==> src/rtl/decode_stage.sv <==
// decode_stage: RV32I/RV32E decode with illegal detection, flush, backpressure and a DEPTH-entry queue.
// Define DECODE_STATS_EN to add the stat_decoded/stat_illegal push counters.
package rv32i;
    typedef enum logic [6:0] {
        OP_LOAD = 7'h03, OP_FENCE = 7'h0F, OP_OPIMM = 7'h13, OP_AUIPC = 7'h17,
        OP_STORE = 7'h23, OP_OP = 7'h33, OP_LUI = 7'h37, OP_BRANCH = 7'h63,
        OP_JALR = 7'h67, OP_JAL = 7'h6F, OP_SYSTEM = 7'h73
    } opcode_e;
    typedef enum logic [5:0] {
        ALU_NOP, ALU_ADD, ALU_SUB, ALU_SLL, ALU_SLT, ALU_SLTU, ALU_XOR, ALU_SRL, ALU_SRA,
        ALU_OR, ALU_AND, ALU_JAL, ALU_JALR, ALU_BEQ, ALU_BNE, ALU_BLT, ALU_BGE, ALU_BLTU,
        ALU_BGEU, ALU_LB, ALU_LH, ALU_LW, ALU_LBU, ALU_LHU, ALU_SB, ALU_SH, ALU_SW
    } alu_op_e;
    typedef enum logic [1:0] {IN_NONE, IN_REG, IN_IMM, IN_PC} alu_input_type_e;
    typedef enum logic [1:0] {WB_NONE, WB_ALU, WB_MEM, WB_PC} wb_from_e;
    typedef enum logic {REG_WD, REG_WE} reg_we_e;
    typedef enum logic {MEM_LOAD, MEM_STORE} mem_op_e;
endpackage

module decode_stage
    import rv32i::*;
#(
    parameter int NUM_REGS = 32,
    parameter int DEPTH    = 2,
    parameter int PC_WIDTH = 32
) (
    input  logic                  clk,
    input  logic                  reset,
    input  logic                  flush,
    input  logic                  in_valid,
    output logic                  in_ready,
    input  logic [31:0]           in_instr,
    input  logic [PC_WIDTH-1:0]   in_pc,
    output logic                  out_valid,
    input  logic                  out_ready,
    output logic [PC_WIDTH-1:0]   out_pc,
    output logic [4:0]            out_rs1,
    output logic [4:0]            out_rs2,
    output logic [4:0]            out_rd,
    output logic [31:0]           out_imm,
    output alu_op_e               out_alu_op,
    output alu_input_type_e       out_alu_input1_type,
    output alu_input_type_e       out_alu_input2_type,
    output wb_from_e              out_wb_from,
    output reg_we_e               out_r_we,
    output mem_op_e               out_mem_op,
    output logic                  out_illegal
`ifdef DECODE_STATS_EN
    ,
    output logic [31:0]           stat_decoded,
    output logic [31:0]           stat_illegal
`endif
);
    localparam int PW = DEPTH > 1 ? $clog2(DEPTH) : 1;
    localparam int CW = $clog2(DEPTH + 1);

    typedef struct packed {
        logic [PC_WIDTH-1:0] pc;
        logic [4:0]          rs1, rs2, rd;
        logic [31:0]         imm;
        alu_op_e             alu_op;
        alu_input_type_e     in1, in2;
        wb_from_e            wb;
        reg_we_e             we;
        mem_op_e             mop;
        logic                illegal;
    } entry_t;

    entry_t         mem [DEPTH];
    entry_t         d, head;
    logic [PW-1:0]  wptr, rptr;
    logic [CW-1:0]  count, cnt_next;
    logic           push, pop, use1, use2, used, bad;
    logic [2:0]     f3;
    logic [6:0]     f7;
    logic [31:0]    imm_i, imm_s, imm_b, imm_u, imm_j;

    function automatic alu_op_e alu_of(input logic [2:0] f, input logic alt);
        case (f)
            3'b000:  return alt ? ALU_SUB : ALU_ADD;
            3'b001:  return ALU_SLL;
            3'b010:  return ALU_SLT;
            3'b011:  return ALU_SLTU;
            3'b100:  return ALU_XOR;
            3'b101:  return alt ? ALU_SRA : ALU_SRL;
            3'b110:  return ALU_OR;
            default: return ALU_AND;
        endcase
    endfunction

    function automatic logic bad_reg(input logic [4:0] r);
        return 32'(r) >= NUM_REGS;
    endfunction

    function automatic logic [PW-1:0] inc(input logic [PW-1:0] p);
        return p == PW'(DEPTH - 1) ? '0 : p + 1'b1;
    endfunction

    assign f3    = in_instr[14:12];
    assign f7    = in_instr[31:25];
    assign imm_i = {{20{in_instr[31]}}, in_instr[31:20]};
    assign imm_s = {{20{in_instr[31]}}, in_instr[31:25], in_instr[11:7]};
    assign imm_b = {{19{in_instr[31]}}, in_instr[31], in_instr[7], in_instr[30:25], in_instr[11:8], 1'b0};
    assign imm_u = {in_instr[31:12], 12'b0};
    assign imm_j = {{11{in_instr[31]}}, in_instr[31], in_instr[19:12], in_instr[20], in_instr[30:21], 1'b0};

    always_comb begin
        d = '0;
        d.pc = in_pc;
        use1 = 1'b0;
        use2 = 1'b0;
        used = 1'b0;
        bad = 1'b0;
        case (in_instr[6:0])
            OP_LUI: begin
                used = 1'b1; d.imm = imm_u; d.alu_op = ALU_ADD; d.in1 = IN_IMM; d.we = REG_WE; d.wb = WB_ALU;
            end
            OP_AUIPC: begin
                used = 1'b1; d.imm = imm_u; d.alu_op = ALU_ADD; d.in1 = IN_PC; d.in2 = IN_IMM;
                d.we = REG_WE; d.wb = WB_ALU;
            end
            OP_JAL: begin
                used = 1'b1; d.imm = imm_j; d.alu_op = ALU_JAL; d.in1 = IN_PC; d.in2 = IN_IMM;
                d.we = REG_WE; d.wb = WB_PC;
            end
            OP_JALR: begin
                used = 1'b1; use1 = 1'b1; d.imm = imm_i; d.alu_op = ALU_JALR; d.in1 = IN_REG; d.in2 = IN_IMM;
                d.we = REG_WE; d.wb = WB_PC;
            end
            OP_BRANCH: begin
                use1 = 1'b1; use2 = 1'b1; d.imm = imm_b; d.in1 = IN_REG; d.in2 = IN_REG;
                d.alu_op = f3 == 3'd0 ? ALU_BEQ : f3 == 3'd1 ? ALU_BNE : f3 == 3'd4 ? ALU_BLT :
                           f3 == 3'd5 ? ALU_BGE : f3 == 3'd6 ? ALU_BLTU : ALU_BGEU;
                bad = f3[2:1] == 2'b01;
            end
            OP_LOAD: begin
                used = 1'b1; use1 = 1'b1; d.imm = imm_i; d.in1 = IN_REG; d.in2 = IN_IMM; d.we = REG_WE; d.wb = WB_MEM;
                d.alu_op = f3 == 3'd0 ? ALU_LB : f3 == 3'd1 ? ALU_LH : f3 == 3'd2 ? ALU_LW :
                           f3 == 3'd4 ? ALU_LBU : ALU_LHU;
                bad = f3 == 3'd3 || f3[2:1] == 2'b11;
            end
            OP_STORE: begin
                use1 = 1'b1; use2 = 1'b1; d.imm = imm_s; d.in1 = IN_REG; d.in2 = IN_IMM; d.mop = MEM_STORE;
                d.alu_op = f3 == 3'd0 ? ALU_SB : f3 == 3'd1 ? ALU_SH : ALU_SW;
                bad = f3 >= 3'd3;
            end
            OP_OPIMM: begin
                // shifts carry a zero-extended shamt and use imm[11:5] as funct7
                used = 1'b1; use1 = 1'b1; d.in1 = IN_REG; d.in2 = IN_IMM; d.we = REG_WE; d.wb = WB_ALU;
                d.imm = f3[1:0] == 2'b01 ? {27'b0, in_instr[24:20]} : imm_i;
                d.alu_op = alu_of(f3, f3 == 3'd5 && f7[5]);
                bad = (f3 == 3'd1 && f7 != 7'h00) || (f3 == 3'd5 && f7 != 7'h00 && f7 != 7'h20);
            end
            OP_OP: begin
                used = 1'b1; use1 = 1'b1; use2 = 1'b1; d.in1 = IN_REG; d.in2 = IN_REG; d.we = REG_WE; d.wb = WB_ALU;
                d.alu_op = alu_of(f3, f7[5]);
                bad = !(f7 == 7'h00 || (f7 == 7'h20 && (f3 == 3'd0 || f3 == 3'd5)));
            end
            OP_FENCE, OP_SYSTEM: d.imm = imm_i;
            default: bad = 1'b1;
        endcase
        d.rs1 = use1 ? in_instr[19:15] : 5'd0;
        d.rs2 = use2 ? in_instr[24:20] : 5'd0;
        d.rd = used ? in_instr[11:7] : 5'd0;
        bad = bad | (use1 && bad_reg(in_instr[19:15])) | (use2 && bad_reg(in_instr[24:20])) |
              (used && bad_reg(in_instr[11:7]));
        if (bad) begin
            d.illegal = 1'b1; d.alu_op = ALU_NOP; d.rd = 5'd0; d.we = REG_WD; d.mop = MEM_LOAD; d.wb = WB_NONE;
        end
    end

    assign push     = in_valid && in_ready && !flush;
    assign pop      = out_valid && out_ready;
    assign cnt_next = flush ? '0 : count + CW'(push) - CW'(pop);

    always_ff @(posedge clk) begin
        if (reset) begin
            count <= '0;
            wptr <= '0;
            rptr <= '0;
            in_ready <= 1'b0;
            for (int k = 0; k < DEPTH; k++) mem[k] <= '0;
        end else begin
            count <= cnt_next;
            in_ready <= 32'(cnt_next) < DEPTH;
            if (flush) begin
                wptr <= '0;
                rptr <= '0;
            end else begin
                if (push) begin
                    mem[wptr] <= d;
                    wptr <= inc(wptr);
                end
                if (pop) rptr <= inc(rptr);
            end
        end
    end

`ifdef DECODE_STATS_EN
    always_ff @(posedge clk) begin
        if (reset) begin
            stat_decoded <= '0;
            stat_illegal <= '0;
        end else if (push) begin
            stat_decoded <= stat_decoded + 32'd1;
            stat_illegal <= stat_illegal + 32'(d.illegal);
        end
    end
`endif

    assign head                = mem[rptr];
    assign out_valid           = count != '0;
    assign out_pc              = head.pc;
    assign out_rs1             = head.rs1;
    assign out_rs2             = head.rs2;
    assign out_rd              = head.rd;
    assign out_imm             = head.imm;
    assign out_alu_op          = head.alu_op;
    assign out_alu_input1_type = head.in1;
    assign out_alu_input2_type = head.in2;
    assign out_wb_from         = head.wb;
    assign out_r_we            = head.we;
    assign out_mem_op          = head.mop;
    assign out_illegal         = head.illegal;
endmodule

==> config.mk <==
export PLATFORM = sky130hd
export DESIGN_NAME = decode_stage
export DESIGN_NICKNAME = d
export VERILOG_FILES = /design/src/rtl/decode_stage.sv
export SDC_FILE = /design/constraint.sdc
export NUM_CORES = 1
export LEC_CHECK = 0
export CAP_MARGIN = 40
export CORE_ASPECT_RATIO = 2
export CORE_UTILIZATION = 30
export DETAILED_ROUTE_END_ITERATION = 10
export GPL_ROUTABILITY_DRIVEN = 1
export GPL_TIMING_DRIVEN = 0
export PLACE_DENSITY_LB_ADDON = 0.08
export SLEW_MARGIN = 20
export SYNTH_ARGS = -nofsm -noshare
export SYNTH_HDL_FRONTEND = slang
export SYNTH_SLANG_ARGS = --single-unit
==> constraint.sdc <==
create_clock -name clk -period 15.1 [get_ports clk]
set_input_delay 1.51 -clock clk [delete_from_list [all_inputs] [get_ports clk]]
set_output_delay 1.51 -clock clk [all_outputs]
set_load 0.01 [all_outputs]
## After elaboration in Yosys (flattened, before gate mapping)

Memories as Yosys holds them, arrays and structs flattened. A register that Yosys moved wholly into a read port is not among the register bits.
Index checks and enable logic that the tools add are counted.

- Output and inout bits: 96
- Logic and storage cells: 110
- Memory bits (writable): 188
- Memories kept: 1
- Register bits after elaboration: 5
- Bits of input ports: 69

Memory list:

| memory | depth | bits a word | rd ports | clocked after Yosys merged registers in | write ports | RTL line | RTL |
|---|---|---|---|---|---|---|---|
| mem | 2 | 94 | 1 | 1 | 2 | 69 | `entry_t mem [DEPTH];` |

- Eq/ne operators: 22
- Muxes and demuxes: 47
- $add $sub $neg: 4
- Reduce and logical (&&, ||, !) cells: 30
- Order comparisons: 2

Operators by type and width:

| cell | count |
|---|---|
| $pmux 32 s6 | 1 |
| $mux 94 | 1 |
| $reduce_or 94->1 | 1 |
| $pmux 8 s9 | 1 |
| $pmux 4 s7 | 2 |
| $mux 5 | 8 |
| $mux 32 | 1 |
| $eq 7x6->1 const B | 4 |
| $eq 7x7->1 const B | 4 |
| $mux 2 | 9 |
| $reduce_or 6->1 | 3 |
| $mux 1 | 17 |
| $eq 7x5->1 const B | 2 |
| $eq 3x3->1 const B | 3 |
| $pmux 3 s3 | 1 |
| $logic_and 1x1->1 | 8 |
| $mux 4 | 2 |
| $reduce_or 2->1 | 4 |
| $reduce_or 4->1 | 2 |
| $eq 7x2->1 const B | 1 |
| $eq 7x4->1 const B | 1 |
| $logic_not 7->1 | 1 |
| $ne 7x6->1 const B | 1 |
| $reduce_bool 7->1 | 1 |
| other kinds (19) | 26 |

## Depth between registers and ports, before layout

- Word-level depth: 9
- Gate-level depth with buffers: 9
- Mapped depth without buffers: 9

## Worst setup path after synthesis

Ideal clock, no wire load.

- Path kind: input port to flip-flop
- From: input port flush
- To: memory mem[0][0] (netlist bit) (enable)
- Library setup time: 0.564 ns
- Data required time: 14.536 ns
- Arrival: 6.240 ns
- Stages on the path: 3
- Path slack: 8.296 ns
- Cell sequence: buf_6 or2_2 o21bai_1

RTL lines:

| element | RTL line | RTL |
|---|---|---|
| start, declared | 29 | `input logic flush,` |
| end, declared | 69 |  |

==> flow_results.xml <==
<?xml version="1.0" encoding="UTF-8"?>
<metrics>
  <group name="outcome">
    <metric name="run_status" unit="">finished, final reports clean</metric>
  </group>
  <group name="cts">
    <metric name="cts-buffers-inserted" unit="">17</metric>
    <metric name="cts.path.max_buffers" unit="">2</metric>
    <metric name="cts_hold_buf" unit="">0</metric>
    <metric name="cts_setup_buffers" unit="">0</metric>
    <metric name="cts_repair_resize_count" unit="">0</metric>
    <metric name="htreeDepth" unit="">4</metric>
    <metric name="cts-root-buf" unit="">sky130_fd_sc_hd__clkbuf_16</metric>
    <metric name="cts.clk_slew.worst_paths" unit="ns">0.07</metric>
    <metric name="clock_tree_from_tritoncts" unit="">yes</metric>
    <metric name="clock_sink_count" unit="">192</metric>
    <metric name="insertion_delay" unit="ns">0.45</metric>
  </group>
  <group name="sta">
    <metric name="final.setup.worst_slack" unit="ns">10.67</metric>
    <metric name="finalSetupViolations" unit="">0</metric>
    <metric name="relative_slew_slack" unit="">0.4215</metric>
    <metric name="final-hold-violation-count" unit="">0</metric>
    <metric name="whs" unit="ns">0.5576</metric>
    <metric name="tightestPinTransition" unit="ns">0.8598</metric>
    <metric name="fmax" unit="MHz">225.9</metric>
    <metric name="clock-skew-final" unit="ns">0.01515</metric>
    <metric name="timing.final.crit_share" unit="">0.2931</metric>
    <metric name="drv_slew" unit="">0</metric>
    <metric name="fin_tns_setup" unit="ns">0</metric>
    <metric name="final_period_minus_worst_setup_slack" unit="ns">4.426</metric>
    <metric name="rsz_0062_raised_after_global_routing" unit="">no</metric>
  </group>
  <group name="worst_setup_path">
    <metric name="cp_num_buf_inv" unit="">4</metric>
    <metric name="crit_arrival" unit="ns">2.92</metric>
    <metric name="max_stage_delay" unit="ns">0.58</metric>
    <metric name="crit_family" unit="">buffers and inverters</metric>
    <metric name="start_kind" unit="">register</metric>
    <metric name="cp-end-kind" unit="">primary output</metric>
    <metric name="cp_max_fo" unit="">10</metric>
    <metric name="cp_max_delay_cell" unit="">sky130_fd_sc_hd__clkbuf_1</metric>
    <metric name="cp_common_cell" unit="">sky130_fd_sc_hd__clkbuf_1</metric>
    <metric name="launch_point_of_the_worst_reg_to_reg_path" unit="">wptr</metric>
    <metric name="worst-setup-path-type" unit="">reg -&gt; out</metric>
    <metric name="timing.critical_path.required" unit="ns">13.59</metric>
    <metric name="path_cells" unit="">clkbuf_1 &gt; buf_6 &gt; clkbuf_1 &gt; mux2_2 &gt; clkdlybuf4s50_1</metric>
  </group>
  <group name="drt">
    <metric name="drcViolationCount" unit="">0</metric>
    <metric name="drt_pre_antenna_iters" unit="">4</metric>
    <metric name="finalWirelength" unit="um">27250</metric>
    <metric name="ant_nets_after_route" unit="">0</metric>
    <metric name="drt_first_iter_violations" unit="">244</metric>
    <metric name="via_per_inst" unit="">4.909</metric>
    <metric name="route.vias.total" unit="">6230</metric>
    <metric name="routedWlPerCell" unit="um">21.48</metric>
  </group>
  <group name="global_routing">
    <metric name="number_of_antenna_violations_at_the_first_check_in_global_routing" unit="">0</metric>
    <metric name="vias_in_the_first_global_route" unit="">6780</metric>
    <metric name="grt_max_degree" unit="">45</metric>
    <metric name="grt_pass1_wl" unit="um">40680</metric>
    <metric name="grt_usage" unit="">0.1778</metric>
    <metric name="grt.overflow.total" unit="">0</metric>
  </group>
  <group name="placed_design">
    <metric name="placement.io_buffers" unit="">160</metric>
    <metric name="dp_worst_setup_slack" unit="ns">10.88</metric>
    <metric name="placed_cells_incl_taps" unit="">1238</metric>
    <metric name="place_congestion" unit="">0.8589</metric>
    <metric name="hpwlAfterDp" unit="um">20640</metric>
  </group>
  <group name="die">
    <metric name="die-width" unit="um">126.7</metric>
    <metric name="placement_rows" unit="">91</metric>
    <metric name="die_height" unit="um">251.3</metric>
    <metric name="fp.dieArea" unit="um2">31830</metric>
    <metric name="initial_core_util" unit="">0.3033</metric>
    <metric name="core-area" unit="um2">30740</metric>
    <metric name="num_io_pins" unit="">165</metric>
  </group>
  <group name="logic_synthesis">
    <metric name="post_synth_and_or_nand_nor_area_fraction" unit="">0.1380</metric>
    <metric name="ys_seq_area_frac" unit="">0.6120</metric>
    <metric name="ys_ff_latch" unit="">192</metric>
    <metric name="post_syn_area" unit="um2">9323</metric>
    <metric name="netlist_instances" unit="">697</metric>
    <metric name="yosysWarnings" unit="">0</metric>
    <metric name="synth_top_flop_cell" unit="">sky130_fd_sc_hd__edfxtp_1</metric>
    <metric name="synth.top_cell.area_share" unit="">0.5991</metric>
    <metric name="synth_fp_nets" unit="">768</metric>
    <metric name="synth_xor_xnor_area_share" unit="">0.006576</metric>
    <metric name="top_count_cell_post_synth" unit="">sky130_fd_sc_hd__edfxtp_1</metric>
    <metric name="ys_top_cells_by_count" unit="">186 x sky130_fd_sc_hd__edfxtp_1, 93 x sky130_fd_sc_hd__mux2_2, 91 x sky130_fd_sc_hd__and2_1, 62 x sky130_fd_sc_hd__nor2_1, 40 x sky130_fd_sc_hd__a21o_1</metric>
    <metric name="synth_area_in_adders" unit="">0.002684</metric>
    <metric name="synth_top_cells_by_area" unit="">sky130_fd_sc_hd__edfxtp_1 60%, sky130_fd_sc_hd__mux2_2 11%, sky130_fd_sc_hd__and2_1 6.1%</metric>
    <metric name="muxShareOfSynthArea" unit="">0.1123</metric>
    <metric name="post_synth_num_cell_types" unit="">68</metric>
    <metric name="synthesis.area_per_instance" unit="um2">13.38</metric>
    <metric name="synth-compound-area-share" unit="">0.09878</metric>
    <metric name="async_s_r_ff_share_synth" unit="">0</metric>
    <metric name="synth_top_family_by_area" unit="">simple AND/OR/NAND/NOR gates</metric>
    <metric name="area_leader_netlist" unit="">sky130_fd_sc_hd__edfxtp_1</metric>
    <metric name="synth-edff-count" unit="">186</metric>
  </group>
  <group name="power">
    <metric name="leakage" unit="nW">4.666</metric>
    <metric name="power_density" unit="nW/um2">95.32</metric>
    <metric name="power.ir.vdd_worst" unit="mV">0.07454</metric>
  </group>
  <group name="finish">
    <metric name="design.final.nets" unit="">957</metric>
    <metric name="flow.area_growth_from_synthesis" unit="%">30.44</metric>
    <metric name="fin_util" unit="">0.3956</metric>
    <metric name="antenna_cells" unit="">0</metric>
    <metric name="fraction_of_final_layout_cells_with_drive_strength_greater_than_1" unit="">0.1973</metric>
    <metric name="instances_no_fill" unit="">1269</metric>
  </group>
  <group name="hold_path">
    <metric name="holdCritPathClass" unit="">reg -&gt; reg</metric>
    <metric name="worst_hold_startpoint" unit="">rptr</metric>
  </group>
  <group name="flow_run">
    <metric name="max-cap-violations" unit="">0</metric>
  </group>
</metrics>
final timing paths:
kind,to,slack (ns),depth (start not counted)
worst max-delay path,out_imm[29],10.67,5
worst min-delay path,rptr,0.56,2
worst max register to register,mem[1][72],12.42,4
worst min register to register,rptr,0.56,2
routing by layer:
layer  global-route usage  vias up  routed length [um]  part of all wire
met5                    0        -                   0                 0
li1                     -     2943                   -                 -
met3              0.03980       42                1160             0.043
met2               0.3522      165               15640              0.57
met1               0.1675     3080                9447              0.35
met4              0.08605        0                1009             0.037
worst min-delay path, cell delays in order, from the launching register on:
cell	delay [ns]
sky130_fd_sc_hd__dfxtp_1	0.33
sky130_fd_sc_hd__xnor2_1	0.14
sky130_fd_sc_hd__nor3_1	0.05
kinds of logic (layout without fill, tap and decap cells):
kind of cell               Yosys count  after routing
buffers and inverters               59            259
xor gates and xnor gates             7              7
AOI/OAI and AO/OA                  114            114
muxes                               93             93
DFF                                192            192
other                                1              1
adders and majority gates            2              2
and+or+nand+nor                    229            229
sequential cells by signal, indices dropped and copies added (netlist names), named ones only:
signal,count
mem,186
count,2
in_ready,1
rptr,1
wptr,1
placed cells by master (no fill, tap or decap), types with 5 or more instances in the layout:
master	synthesis	final
sky130_fd_sc_hd__nand2_1	12	12
sky130_fd_sc_hd__and2_1	91	91
sky130_fd_sc_hd__a21o_1	40	40
sky130_fd_sc_hd__clkbuf_16	0	17
sky130_fd_sc_hd__buf_2	8	8
sky130_fd_sc_hd__clkdlybuf4s50_1	0	160
sky130_fd_sc_hd__clkbuf_1	26	27
sky130_fd_sc_hd__nand2b_1	6	5
sky130_fd_sc_hd__mux2_2	93	93
sky130_fd_sc_hd__a21oi_1	17	17
sky130_fd_sc_hd__nor2b_1	5	5
sky130_fd_sc_hd__dfxtp_1	6	6
sky130_fd_sc_hd__nor2_1	62	62
sky130_fd_sc_hd__nor3_1	14	14
sky130_fd_sc_hd__buf_6	4	7
sky130_fd_sc_hd__buf_16	0	6
sky130_fd_sc_hd__a22oi_1	5	5
sky130_fd_sc_hd__edfxtp_1	186	186
sky130_fd_sc_hd__o21ai_0	9	9
sky130_fd_sc_hd__inv_1	17	17
power breakdown:
part	switching, W	internal, W	total, W
Combinational	0.0000645	0.0000646	0.000129
Clock	0.000197	0.000223	0.000421
Sequential	0.00000514	0.000604	0.000609
layout make-up:
class / instances / area (um2)
clock inverters: 12 / 95.09
repair buffers: 170 / 1821
plain buffers: 42 / 209.0
multi-input cells: 446 / 3372
fillers: 2974 / 18580
flip-flops and latches: 192 / 5705
well taps: 372 / 465.4
clock buffers: 18 / 429.2
inverters: 17 / 63.81
per-stage QoR:
stage | power (W) | instance area (um2)
floorplan | 0.0006773 | 9323
global placement | 0.0007489 | 11390
detailed placement | 0.0007523 | 11620
CTS | 0.001176 | 12150
global route | 0.001201 | 12160
finish | 0.001159 | 12160
Power figures use the tool's default switching activity.
